--- config.mk ---
export PLATFORM = sky130hd
export DESIGN_NAME = pipe_hazard_ctrl
export DESIGN_NICKNAME = d
export VERILOG_FILES = /design/src/rtl/pipe_ctrl_pkg.sv /design/src/rtl/hazard_detect.sv /design/src/rtl/pipe_hazard_ctrl.sv
export SDC_FILE = /design/constraint.sdc
export NUM_CORES = 1
export LEC_CHECK = 0
export ABC_AREA = 1
export CAP_MARGIN = 10
export CORE_ASPECT_RATIO = 1.2
export CORE_MARGIN = 4
export CORE_UTILIZATION = 40
export DETAILED_ROUTE_END_ITERATION = 10
export GPL_TIMING_DRIVEN = 0
export PLACE_DENSITY = 0.75
export SLEW_MARGIN = 20
export SYNTH_ARGS = -nofsm -noshare
export SYNTH_HDL_FRONTEND = slang
export SYNTH_SLANG_ARGS = --single-unit
--- constraint.sdc ---
create_clock -name clk -period 5.7 [get_ports clk]
set_clock_uncertainty 0.15 [all_clocks]
set_input_delay 1.425 -clock clk [delete_from_list [all_inputs] [get_ports clk]]
set_output_delay 1.425 -clock clk [all_outputs]
set_load 0.01 [all_outputs]
--- src/rtl/pipe_ctrl_pkg.sv ---
// ============================================================================
// pipe_ctrl_pkg : shared encodings for the pipeline hazard/redirect controller
// Revision      : 1.0
// ============================================================================
`default_nettype none

package pipe_ctrl_pkg;

  localparam logic [1:0] PC_SEL_SEQ  = 2'd0;
  localparam logic [1:0] PC_SEL_EX   = 2'd1;
  localparam logic [1:0] PC_SEL_TRAP = 2'd2;
  localparam logic [1:0] PC_SEL_PEND = 2'd3;

  localparam logic [4:0] REG_ZERO = 5'd0;

  typedef enum logic [0:0] {
    RUN  = 1'b0,
    PEND = 1'b1
  } ctrl_state_e;

endpackage

`default_nettype wire

--- src/rtl/hazard_detect.sv ---
// ============================================================================
// hazard_detect : combinational load-use comparator between ID and EX
// Revision      : 1.0
// ============================================================================
`default_nettype none

module hazard_detect
  import pipe_ctrl_pkg::*;
(
  input  logic [4:0] i_id_rs1,
  input  logic [4:0] i_id_rs2,
  input  logic       i_id_use_rs1,
  input  logic       i_id_use_rs2,
  input  logic [4:0] i_ex_rd,
  input  logic       i_ex_re_mem,
  output logic       o_load_use
);

  logic w_hit_rs1;
  logic w_hit_rs2;

  assign w_hit_rs1  = i_id_use_rs1 && (i_id_rs1 == i_ex_rd);
  assign w_hit_rs2  = i_id_use_rs2 && (i_id_rs2 == i_ex_rd);
  // x0 is never a real dependency even if a load targets it
  assign o_load_use = i_ex_re_mem && (i_ex_rd != REG_ZERO) && (w_hit_rs1 || w_hit_rs2);

endmodule

`default_nettype wire

--- src/rtl/pipe_hazard_ctrl.sv ---
// ============================================================================
// pipe_hazard_ctrl : stall/flush sequencer, pending-redirect latch and counters
// Revision         : 1.0
// ============================================================================
`default_nettype none

module pipe_hazard_ctrl
  import pipe_ctrl_pkg::*;
#(
  parameter int XLEN  = 64,
  parameter int CNT_W = 32
) (
  input  logic             clk,
  input  logic             rstn,
  input  logic [4:0]       i_id_rs1,
  input  logic [4:0]       i_id_rs2,
  input  logic             i_id_use_rs1,
  input  logic             i_id_use_rs2,
  input  logic [4:0]       i_ex_rd,
  input  logic             i_ex_re_mem,
  input  logic             i_ex_redirect,
  input  logic [XLEN-1:0]  i_ex_target,
  input  logic             i_mem_trap,
  input  logic [XLEN-1:0]  i_mem_trap_pc,
  input  logic             i_imem_busy,
  input  logic             i_dmem_busy,
  output logic             o_pc_stall,
  output logic [1:0]       o_pc_sel,
  output logic [XLEN-1:0]  o_pend_pc,
  output logic             o_ifid_stall,
  output logic             o_ifid_flush,
  output logic             o_idex_stall,
  output logic             o_idex_flush,
  output logic             o_exmem_stall,
  output logic             o_exmem_flush,
  output logic             o_memwb_stall,
  output logic             o_memwb_flush,
  output logic [CNT_W-1:0] o_stall_cnt,
  output logic [CNT_W-1:0] o_flush_cnt
);

  ctrl_state_e      r_state;
  ctrl_state_e      w_state_nxt;
  logic [XLEN-1:0]  r_pend_pc;
  logic [CNT_W-1:0] r_stall_cnt;
  logic [CNT_W-1:0] r_flush_cnt;

  logic            w_load_use;
  logic            w_pend_load;
  logic [XLEN-1:0] w_pend_val;
  logic            w_redirect;
  logic            w_ifid_s, w_ifid_f, w_idex_s, w_idex_f;
  logic            w_exmem_s, w_exmem_f, w_memwb_s, w_memwb_f;

  hazard_detect u_hazard_detect (
    .i_id_rs1     (i_id_rs1),
    .i_id_rs2     (i_id_rs2),
    .i_id_use_rs1 (i_id_use_rs1),
    .i_id_use_rs2 (i_id_use_rs2),
    .i_ex_rd      (i_ex_rd),
    .i_ex_re_mem  (i_ex_re_mem),
    .o_load_use   (w_load_use)
  );

  always_ff @(posedge clk) begin
    if (!rstn) r_state <= RUN;
    else       r_state <= w_state_nxt;
  end

  always_comb begin
    w_state_nxt = r_state;
    if (r_state == RUN) begin
      if ((i_mem_trap || (!i_dmem_busy && i_ex_redirect)) && i_imem_busy)
        w_state_nxt = PEND;
    end else if (!i_imem_busy) begin
      w_state_nxt = RUN;
    end
  end

  always_comb begin
    o_pc_stall  = 1'b0;
    o_pc_sel    = PC_SEL_SEQ;
    w_ifid_s    = 1'b0; w_ifid_f  = 1'b0;
    w_idex_s    = 1'b0; w_idex_f  = 1'b0;
    w_exmem_s   = 1'b0; w_exmem_f = 1'b0;
    w_memwb_s   = 1'b0; w_memwb_f = 1'b0;
    w_pend_load = 1'b0;
    w_pend_val  = i_mem_trap_pc;
    w_redirect  = 1'b0;
    if (r_state == RUN) begin
      if (i_mem_trap) begin
        // MEM/WB keeps flowing so the trapping instruction commits its CSR effects
        {w_ifid_f, w_idex_f, w_exmem_f} = 3'b111;
        w_redirect = 1'b1;
        if (i_imem_busy) begin
          o_pc_stall  = 1'b1;
          w_pend_load = 1'b1;
        end else begin
          o_pc_sel = PC_SEL_TRAP;
        end
      end else if (i_dmem_busy) begin
        {o_pc_stall, w_ifid_s, w_idex_s, w_exmem_s, w_memwb_f} = 5'b11111;
      end else if (i_ex_redirect) begin
        {w_ifid_f, w_idex_f} = 2'b11;
        w_redirect = 1'b1;
        w_pend_val = i_ex_target;
        if (i_imem_busy) begin
          o_pc_stall  = 1'b1;
          w_pend_load = 1'b1;
        end else begin
          o_pc_sel = PC_SEL_EX;
        end
      end else if (w_load_use || i_imem_busy) begin
        {o_pc_stall, w_ifid_s, w_idex_f} = 3'b111;
      end
    end else begin
      // IF/ID only ever holds a wrong-path fetch while a redirect is pending
      w_ifid_f = 1'b1;
      if (i_mem_trap) begin
        {w_idex_f, w_exmem_f} = 2'b11;
        w_redirect  = 1'b1;
        w_pend_load = 1'b1;
      end else if (i_dmem_busy) begin
        {w_idex_s, w_exmem_s, w_memwb_f} = 3'b111;
      end
      if (i_imem_busy) o_pc_stall = 1'b1;
      else             o_pc_sel   = i_mem_trap ? PC_SEL_TRAP : PC_SEL_PEND;
    end
  end

  assign o_ifid_flush  = w_ifid_f;
  assign o_idex_flush  = w_idex_f;
  assign o_exmem_flush = w_exmem_f;
  assign o_memwb_flush = w_memwb_f;
  assign o_ifid_stall  = w_ifid_s  && !w_ifid_f;
  assign o_idex_stall  = w_idex_s  && !w_idex_f;
  assign o_exmem_stall = w_exmem_s && !w_exmem_f;
  assign o_memwb_stall = w_memwb_s && !w_memwb_f;

  always_ff @(posedge clk) begin
    if (!rstn) begin
      r_pend_pc   <= '0;
      r_stall_cnt <= '0;
      r_flush_cnt <= '0;
    end else begin
      if (w_pend_load) r_pend_pc   <= w_pend_val;
      if (o_pc_stall)  r_stall_cnt <= r_stall_cnt + CNT_W'(1);
      if (w_redirect)  r_flush_cnt <= r_flush_cnt + CNT_W'(1);
    end
  end

  assign o_pend_pc   = r_pend_pc;
  assign o_stall_cnt = r_stall_cnt;
  assign o_flush_cnt = r_flush_cnt;

endmodule

`default_nettype wire

# Word-level counts from Yosys, hierarchy flattened

Cells that the tools add are included.

Output and inout port bits: 139
Bits in registers: 129

Eq/ne operators: 2
Reduce and logical (&&, ||, !) cells: 17
Add/sub/neg operators: 2
Multiplexer cells: 40

Operators by type and width:

| operator              | number |
|---|---|
| $mux 64               | 4 |
| $add 32x1->32 const B | 2 |
| $mux 1                | 32 |
| $eq 5x5->1            | 2 |
| $logic_and 1x1->1     | 9 |
| $mux 2                | 4 |
| $reduce_bool 5->1     | 1 |
| $logic_not 1->1       | 4 |
| $logic_or 1x1->1      | 3 |

# Logic depth before layout (Yosys ltp)

Gate-level depths: netlist of run 1.

Depth after elaboration: 12
Gate-level depth with buffers: 13
Gate-level depth less buffers: 12

# Hierarchy

A second synthesis of run 1 with hierarchy kept.

Cells, all modules: 1180
Area, all modules: 7243.2 um^2

Modules (own cells, without submodules):

| module           | cells an instance | times used | sequential area each (um^2) | area an instance (um^2) |
|---|---|---|---|---|
| pipe_hazard_ctrl | 1125              | 1          | 2582.5                      | 7026.7 |
| hazard_detect    | 55                | 1          | 0.0                         | 216.5 |

# Least setup slack after synthesis of run 1

Ideal clock, no wire load.

Path kind: input to output
Start: input i_ex_rd[2]
End: output o_ifid_stall
Arrival: 2.285 ns
Required time: 4.125 ns
Cell stages on the path: 9
Buffers on the path: 1
Slack: 1.840 ns
Cells stage by stage: inv_1 -> nand4_1 -> o21ai_0 -> inv_1 -> nand2_1 -> nand3_1 -> nand2_2 -> buf_2 -> inv_1

Word-level cells in the longest chain between the ends: 11
Elaborated cells between the ends (all ways): 15
Classes of those cells: eq/ne (2); mux (5); reduce/logical (8)

RTL lines:

| what                                        | RTL line                                 | source |
|---|---|---|
| from (decl)                                 | pipe_hazard_ctrl.sv:19                   | `input logic [4:0] i_ex_rd,` |
| $eq 5x5->1, on equally long branches        | hazard_detect.sv:22, hazard_detect.sv:23 |  |
| $logic_and 1x1->1, on equally long branches | hazard_detect.sv:22, hazard_detect.sv:23 |  |
| $logic_or 1x1->1                            | hazard_detect.sv:25                      | `assign o_load_use = i_ex_re_mem && (i_ex_rd != REG_ZERO) && (w_hit_rs1 \|\| w_hit_rs2);` |
| $logic_and 1x1->1 *                         | hazard_detect.sv:25                      |  |
| $logic_or 1x1->1 *                          | pipe_hazard_ctrl.sv:113                  | `end else if (w_load_use \|\| i_imem_busy) begin` |
| $mux 1 *                                    | pipe_hazard_ctrl.sv:113                  |  |
| $mux 1 *                                    | pipe_hazard_ctrl.sv:103                  | `end else if (i_ex_redirect) begin` |
| $mux 1 *                                    | pipe_hazard_ctrl.sv:101                  | `end else if (i_dmem_busy) begin` |
| $mux 1 *                                    | pipe_hazard_ctrl.sv:91                   | `if (i_mem_trap) begin` |
| $mux 1 *                                    | pipe_hazard_ctrl.sv:90                   | `if (r_state == RUN) begin` |
| $logic_and 1x1->1 *                         | pipe_hazard_ctrl.sv:135                  | `assign o_ifid_stall = w_ifid_s && !w_ifid_f;` |
| to (decl)                                   | pipe_hazard_ctrl.sv:30                   | `output logic o_ifid_stall,` |

Mark *: on every way between the ends. The rest lies on a longest branch, timed or not.

# Final worst setup path of run 1

Start: input i_ex_rd[3]
End: output o_pc_stall

Word-level cells in the longest chain between the ends: 10
Elaborated cells between the ends (all ways): 14
Classes of those cells: eq/ne (2); mux (5); reduce/logical (7)

RTL lines:

| what                                        | RTL line                                 | source |
|---|---|---|
| $eq 5x5->1, on equally long branches        | hazard_detect.sv:22, hazard_detect.sv:23 |  |
| $logic_and 1x1->1, on equally long branches | hazard_detect.sv:22, hazard_detect.sv:23 |  |
| $logic_or 1x1->1                            | hazard_detect.sv:25                      |  |
| $logic_and 1x1->1 *                         | hazard_detect.sv:25                      |  |
| $logic_or 1x1->1 *                          | pipe_hazard_ctrl.sv:113                  |  |
| $mux 1 *                                    | pipe_hazard_ctrl.sv:113                  |  |
| $mux 1 *                                    | pipe_hazard_ctrl.sv:103                  |  |
| $mux 1 *                                    | pipe_hazard_ctrl.sv:101                  |  |
| $mux 1 *                                    | pipe_hazard_ctrl.sv:91                   |  |
| $mux 1 *                                    | pipe_hazard_ctrl.sv:90                   |  |
| to (decl)                                   | pipe_hazard_ctrl.sv:27                   | `output logic o_pc_stall,` |

Marked as above.

==> results of run 1 <==
## worst register-to-register path, delay by kind of cell (launching register included)
kind                     cells  cell delay, ns
flip-flops                   1            0.45
adder cells (fa/ha/maj)      1            0.28
buffers and inverters        1            0.11
AND/OR/NAND/NOR              4            0.72
AO/OA/AOI/OAI                1            0.11
XOR/XNOR                     1            0.18
## stage by stage
| stage | hold slack [ns] | std cells | total power, uW | cell area (um^2) | util, % |
|---|---|---|---|---|---|
| 2_1_floorplan | 0.3384 | 1124 | 1149 | 7252 | - |
| 3_5_place_dp | 0.3045 | 1633 | 1392 | 10420 | 59.07 |
| 4_1_cts | 0.3125 | 1662 | 2537 | 11030 | 62.52 |
| 6_report | 0.3119 | 1662 | 2515 | 11030 | 62.52 |
| 3_3_place_gp | 0.3006 | 1633 | 1386 | 10420 | 59.07 |
| 5_1_grt | 0.3257 | 1662 | 2620 | 11030 | 62.52 |
## logic make-up (layout without fill, tap and decap cells)
logic type / after synthesis / in the layout / synth area share (%)
AOI/OAI and AO/OA: 205 / 205 / 14.72
and+or+nand+nor: 554 / 554 / 33.16
other: 1 / 1 / 0.05171
adders and majority gates: 2 / 2 / 0.3450
DFF: 129 / 129 / 35.61
buffers and inverters: 189 / 507 / 10.80
xor gates and xnor gates: 44 / 44 / 5.314
## power breakdown
group          internal, uW  switching, uW
combinational           215            202
clock                   758            384
sequential              935           20.9
## cell usage in the layout (no fill, tap or decap), types with 3 or more instances in the layout
cell type,Yosys,routed
buf_2,26,26
a21oi_1,118,118
inv_1,123,123
clkdlybuf4s50_1,0,289
o21ai_0,79,79
nor3_1,28,28
buf_4,9,9
clkbuf_16,0,17
nand3_1,120,120
nor2_1,69,69
xnor2_1,19,19
dfxtp_1,129,129
nor2_4,3,3
bufinv_16,0,4
clkbuf_1,27,30
nand4_1,13,13
clkbuf_8,0,3
xor2_1,25,25
nand2_2,6,6
nor2_2,3,3
nand2_1,302,302
## final cells by class
cell class	count	area [um^2]	share of cell area, %
timing repair buffer	289	2893	26.23
clock inverter	6	130.1	1.180
sequential	129	2582	23.42
buffer	64	314.1	2.848
inverter	125	469.2	4.255
clock buffer	23	478.0	4.334
tap	220	275.3	2.496
multi-input combinational	806	3886	35.24
## how the worst max path moves through the flow
stage / start / end / slack [ns] / cells after the start
floorplan: i_ex_rd[2] / o_ifid_stall / 1.84 / 9
global placement: i_ex_rd[3] / o_pc_stall / 0.59 / 13
detailed placement: i_ex_rd[3] / o_pc_stall / 0.58 / 13
CTS: i_ex_rd[3] / o_pc_stall / 0.57 / 13
global route: i_ex_rd[0] / o_pc_stall / 0.38 / 13
finish: i_ex_rd[3] / o_pc_stall / 0.60 / 13
## routing by layer
layer,vias up,part of all wire [%]
li1,4240,-
met1,3776,41
met2,261,49
met3,41,6.9
met4,0,2.3
met5,-,0
## registers in the layout, indices dropped and copies added, names as in the netlist
| name | cells |
|---|---|
| o_flush_cnt | 32 |
| o_pend_pc | 64 |
| o_stall_cnt | 32 |
| r_state | 1 |
==> metrics.yaml, run 1 <==
sta:
  worst_slack_ns: 0.6013
  min_period_ns: 5.099
  max_clock_freq_mhz: 196.1
  relSlewSlack_pct: 54.54
  hold_viol: 0
  rsz0062_at_grt: "false"
  min_period_over_period_pct: 89.45
  final-setup-viol-count: 0
  tns_ns: 0
  final_max_slew_viol_count: 0
  tightest_slew_ns: 0.6819
yosys:
  synth_edf_count: 0
  synth_top_cell_by_area: "dfxtp_1"
  synth_seq_area_share_pct: 35.61
  ys_warn_count: 0
  synthCells: 1124
  synth_cell_types: 39
  synth.area.top_cells: "dfxtp_1 (36%), nand2_1 (16%), nand3_1 (8.3%)"
  ys.flop_type: "dfxtp_1"
  async_flop_share_pct: 0
  yosysMostFrequentCell: "nand2_1"
  syn-num-nets: 1278
  netlist_area_um2: 7252
  synth_top_area_share_pct: 35.61
  avgSynthCellArea_um2: 6.452
  ys_ff_latch: 129
  yosys-top-cells-count: "nand2_1 (302), dfxtp_1 (129), inv_1 (123)"
cts:
  ctsResizeCount: 0
  clock-root-buffer: "clkbuf_16"
  cts.path.max_buffers: 2
  ctsHoldBuffers: 0
  cts_max_level: 4
  path_clk_slew_ns: 0.05
  worst_skew_pair.late_latency_ns: 0.42
  cts_buffers: 17
  clock-sinks: 129
  cts_setup_buffers: 0
  cts_tree: "built"
worst_hold_path:
  whs_endpoint: "o_pend_pc[37]"
  hp-start: "o_pend_pc[37]"
  whs_path_depth: 2
  hold_path.class: "reg2reg"
global_route:
  grt_max_degree: 17
  globalRouteOverflowTotal: 0
  grt_util_all_layers_pct: 25.26
  grt_pass1_wl_um: 40610
  use_met3_pct: 6.559
  grt_pass1_vias: 7716
  met2_usage_pct: 42.64
  antenna_found_initial: 0
  busiest_layer: "met2"
  met1_usage_pct: 31.15
worst_setup_path:
  cp_data_required_time_ns: 4.12
  r2r-start: "o_stall_cnt[0]"
  r2r_end: "o_stall_cnt[24]"
  path_delay_family: "buffers and inverters"
  reg2reg_slack_ns: 3.64
  crit_path_start_kind: "input port"
  crit_type: "in2out"
  worst_path_most_repeated_cell: "nand2_1"
  crit_slowest_cell: "clkdlybuf4s50_1"
  cp_cell_sequence: "clkdlybuf4s50_1 -> inv_1 -> nand2_1 -> nand2_1 -> nor2_1 -> nand3_1 -> nand2_1 -> nand2_1 -> nand3_1 -> nand2_2 -> nand2_2 -> buf_4 -> clkdlybuf4s50_1"
  arrival_ns: 3.52
  crit_fanout: 10
  crit_buf_inv: 4
  reg2regPathDepth: 8
  cp_slowest_stage_delay_ns: 0.56
  cp-end-kind: "primary output"
final_layout:
  fillers: 1687
  drive_gt1_share_pct: 5.756
  syn2layout_area_growth_pct: 52.07
  insertedDiodeCount: 0
  final_nets: 1586
die:
  fp.dieArea_um2: 20360
  coreArea_um2: 17640
  num_rows: 53
  io_pins: 291
  die_h_um: 155.5
  fp.dieW_um: 130.9
  start_util_pct: 41.11
route:
  drc_errors: 0
  vias_per_cell: 5.005
  drt_iter0_drc: 551
  dr.pass1.iters: 6
  vias: 8318
  drt_wl_total_um: 26370
  antenna_left: 0
  wl_per_cell_um: 15.87
flow_run:
  maxCapViolCount: 0
place:
  io_buffer_count: 289
  dp_hpwl_um: 20590
  place_ws_ns: 0.5801
  gp_routability_congestion: 0.9258
power_and_ir_drop:
  p_leak_uw: 0.004448
  pwr_density_cell_nw_per_um2: 228.1
  max-vdd-ir-drop_uv: 187.1
status:
  status: "completed"
(Power assumes the default switching activity.)
==> inputs of run 2 (changes only) <==
- clock period: 5.7 -> 4.8 ns (I/O delays scaled with it)
==> run 2 against run 1 <==
  * Critical path depth unchanged
  * Setup slack got worse by 0.39 ns
  * Non-clock buffer count unchanged
  * Cell count unchanged
  * Design area about the same
  * Total power increased by 19%
  * Wire length increased by 0.27%
  * Die area unchanged
  * Utilization about the same
  * First-iteration DRC count decreased by 6.9%
  * Largest cell class unchanged
==> metrics.yaml, run 2 (synthesis gave the netlist of run 1 again) <==
status:
  status: "completed"
sta:
  tns_ns: 0  # unchanged
  min_period_over_period_pct: 95.60
  relSlewSlack_pct: 55.18  # +0.64 points
  final_max_slew_viol_count: 0  # unchanged
  max_clock_freq_mhz: 217.9
  min_period_ns: 4.589
  final-setup-viol-count: 0  # unchanged
  rsz0062_at_grt: "false"
  fin_hold_ws_ns: 0.3119  # +0.000001000 ns
  tightest_slew_ns: 0.6723  # -0.009603 ns
  hold_viol: 0  # unchanged
flow_run:
  maxCapViolCount: 0  # unchanged
worst_setup_path:
  cp-end-kind: "primary output"
  crit_path_start_kind: "input port"
  r2r-start: "o_stall_cnt[0]"
  reg2regPathDepth: 8  # unchanged
  cp_data_required_time_ns: 3.45  # -0.67 ns
  r2r_end: "o_stall_cnt[24]"
  reg2reg_slack_ns: 2.71  # -0.93 ns
  crit_fanout: 10  # unchanged
  arrival_ns: 3.24  # -0.28 ns
  crit_type: "in2out"
die:
  coreArea_um2: 17640  # unchanged
  die_h_um: 155.5  # unchanged
  num_rows: 53  # unchanged
  start_util_pct: 41.11  # unchanged
  fp.dieArea_um2: 20360  # unchanged
  fp.dieW_um: 130.9  # unchanged
  io_pins: 291  # unchanged
global_route:
  grt_pass1_vias: 7716  # unchanged
  grt_max_degree: 17  # unchanged
  globalRouteOverflowTotal: 0  # unchanged
  antenna_found_initial: 0  # unchanged
  grt_pass1_wl_um: 40610  # unchanged
  grt_util_all_layers_pct: 25.26  # unchanged
route:
  drt_wl_total_um: 26440  # +0.27%
  drt_iter0_drc: 513  # -6.9%
  wl_per_cell_um: 15.91  # +0.27%
  drc_errors: 0  # unchanged
  dr.pass1.iters: 5  # -1
  vias_per_cell: 5.034  # +0.59%
  vias: 8367  # +0.59%
  antenna_left: 0  # unchanged
cts:
  cts.path.max_buffers: 2  # unchanged
  clock-root-buffer: "clkbuf_16"
  ctsHoldBuffers: 0  # unchanged
  ctsResizeCount: 0  # unchanged
  clock-sinks: 129  # unchanged
  path_clk_slew_ns: 0.05  # about the same
  cts_max_level: 4  # unchanged
  worst_skew_pair.late_latency_ns: 0.42  # about the same
  cts_tree: "built"
  cts_buffers: 17  # unchanged
  cts_setup_buffers: 0  # unchanged
final_layout:
  final_nets: 1586  # unchanged
  final-instance-count-excl-fill: 1662  # unchanged
  final_cell_mix: "nand2_1 (302), clkdlybuf4s50_1 (288), dfxtp_1 (129), inv_1 (123), nand3_1 (120)"
  insertedDiodeCount: 0  # unchanged
  drive_gt1_share_pct: 5.756  # unchanged
  layout_commonest_cell: "nand2_1"
  fillers: 1688  # +0.059%
  syn2layout_area_growth_pct: 52.11  # about the same
  largest_reg_flops: 64  # unchanged
worst_hold_path:
  hp-start: "o_pend_pc[37]"
  whs_endpoint: "o_pend_pc[37]"
  whs_path_depth: 2  # unchanged
  hold_path.class: "reg2reg"
place:
  place_inst: 1633  # unchanged
  dp_hpwl_um: 20590  # unchanged
  io_buffer_count: 289  # unchanged
  gp_routability_congestion: 0.9258  # unchanged
power_and_ir_drop:
  max-vdd-ir-drop_uv: 222.9  # +19%
  p_leak_uw: 0.004457  # +0.19%
  pwr_density_cell_nw_per_um2: 270.9  # +19%
## run 2: cell types whose count changed in the layout (fill, tap and decap cells not counted), sizes merged
cell | previous run | this run
dlymetal6s2s | 0 | 1
clkdlybuf4s50 | 289 | 288
## run 2: worst max-delay path by stage
stage,endpoint,slack [ns],from,depth (start not counted)
after global routing,o_ifid_stall,0.02,i_ex_rd[0],13
after floorplan,o_ifid_stall,1.39,i_ex_rd[2],9
after global placement,o_pc_stall,0.14,i_ex_rd[3],13
final,o_ifid_stall,0.21,i_ex_rd[3],13
after detailed placement,o_pc_stall,0.13,i_ex_rd[3],13
after CTS,o_pc_stall,0.12,i_ex_rd[3],13
## run 2: through the flow
stage | setup WS, ns | total power [uW] | cell area (um^2) | utilization (%)
finish | 0.2110 | 2988 | 11030 | 62.53
global placement | 0.1394 | 1646 | 10420 | 59.07
CTS | 0.1177 | 3013 | 11030 | 62.52
detailed placement | 0.1301 | 1653 | 10420 | 59.07
global route | 0.01805 | 3110 | 11030 | 62.53
floorplan | 1.390 | 1365 | 7252 | -
## run 2: metal layers
metal / global-route usage, % / wire length (um)
met3: 6.559 / 1818
met5: 0 / 0
met2: 42.64 / 13110
met1: 31.15 / 10920
met4: 8.378 / 595
## run 2: worst max-delay path: stages
cell             delay, ns
clkdlybuf4s50_1       0.50
inv_1                 0.08
nand2_1               0.06
nand2_1               0.05
nor2_1                0.11
nand3_1               0.08
nand2_1               0.07
nand2_1               0.07
nand3_1               0.08
nand2_2               0.11
buf_2                 0.21
inv_1                 0.06
clkdlybuf4s50_1       0.54
## run 2: power by group
| group | switching (uW) | internal [uW] | total [uW] |
|---|---|---|---|
| combinational | 240 | 256 | 496 |
| sequential | 24.8 | 1110 | 1130 |
| clock | 457 | 900 | 1360 |
| total | 722 | 2270 | 2990 |
## run 2: layout make-up
| cell class | instances | area (um^2) | area share, % |
|---|---|---|---|
| inverters | 125 | 469.2 | 4.254 |
| plain buffers | 64 | 314.1 | 2.847 |
| well taps | 220 | 275.3 | 2.495 |
| clock inverters | 6 | 130.1 | 1.180 |
| repair buffers | 289 | 2895 | 26.25 |
| clock buffers | 23 | 478.0 | 4.333 |
| flip-flops and latches | 129 | 2582 | 23.41 |
| multi-input cells | 806 | 3886 | 35.23 |
==> inputs of run 3 (changes only) <==
- SLEW_MARGIN: 20 -> default
==> results of run 3 <==
The final DEF is identical to that of run 2; final timing and power are the same.
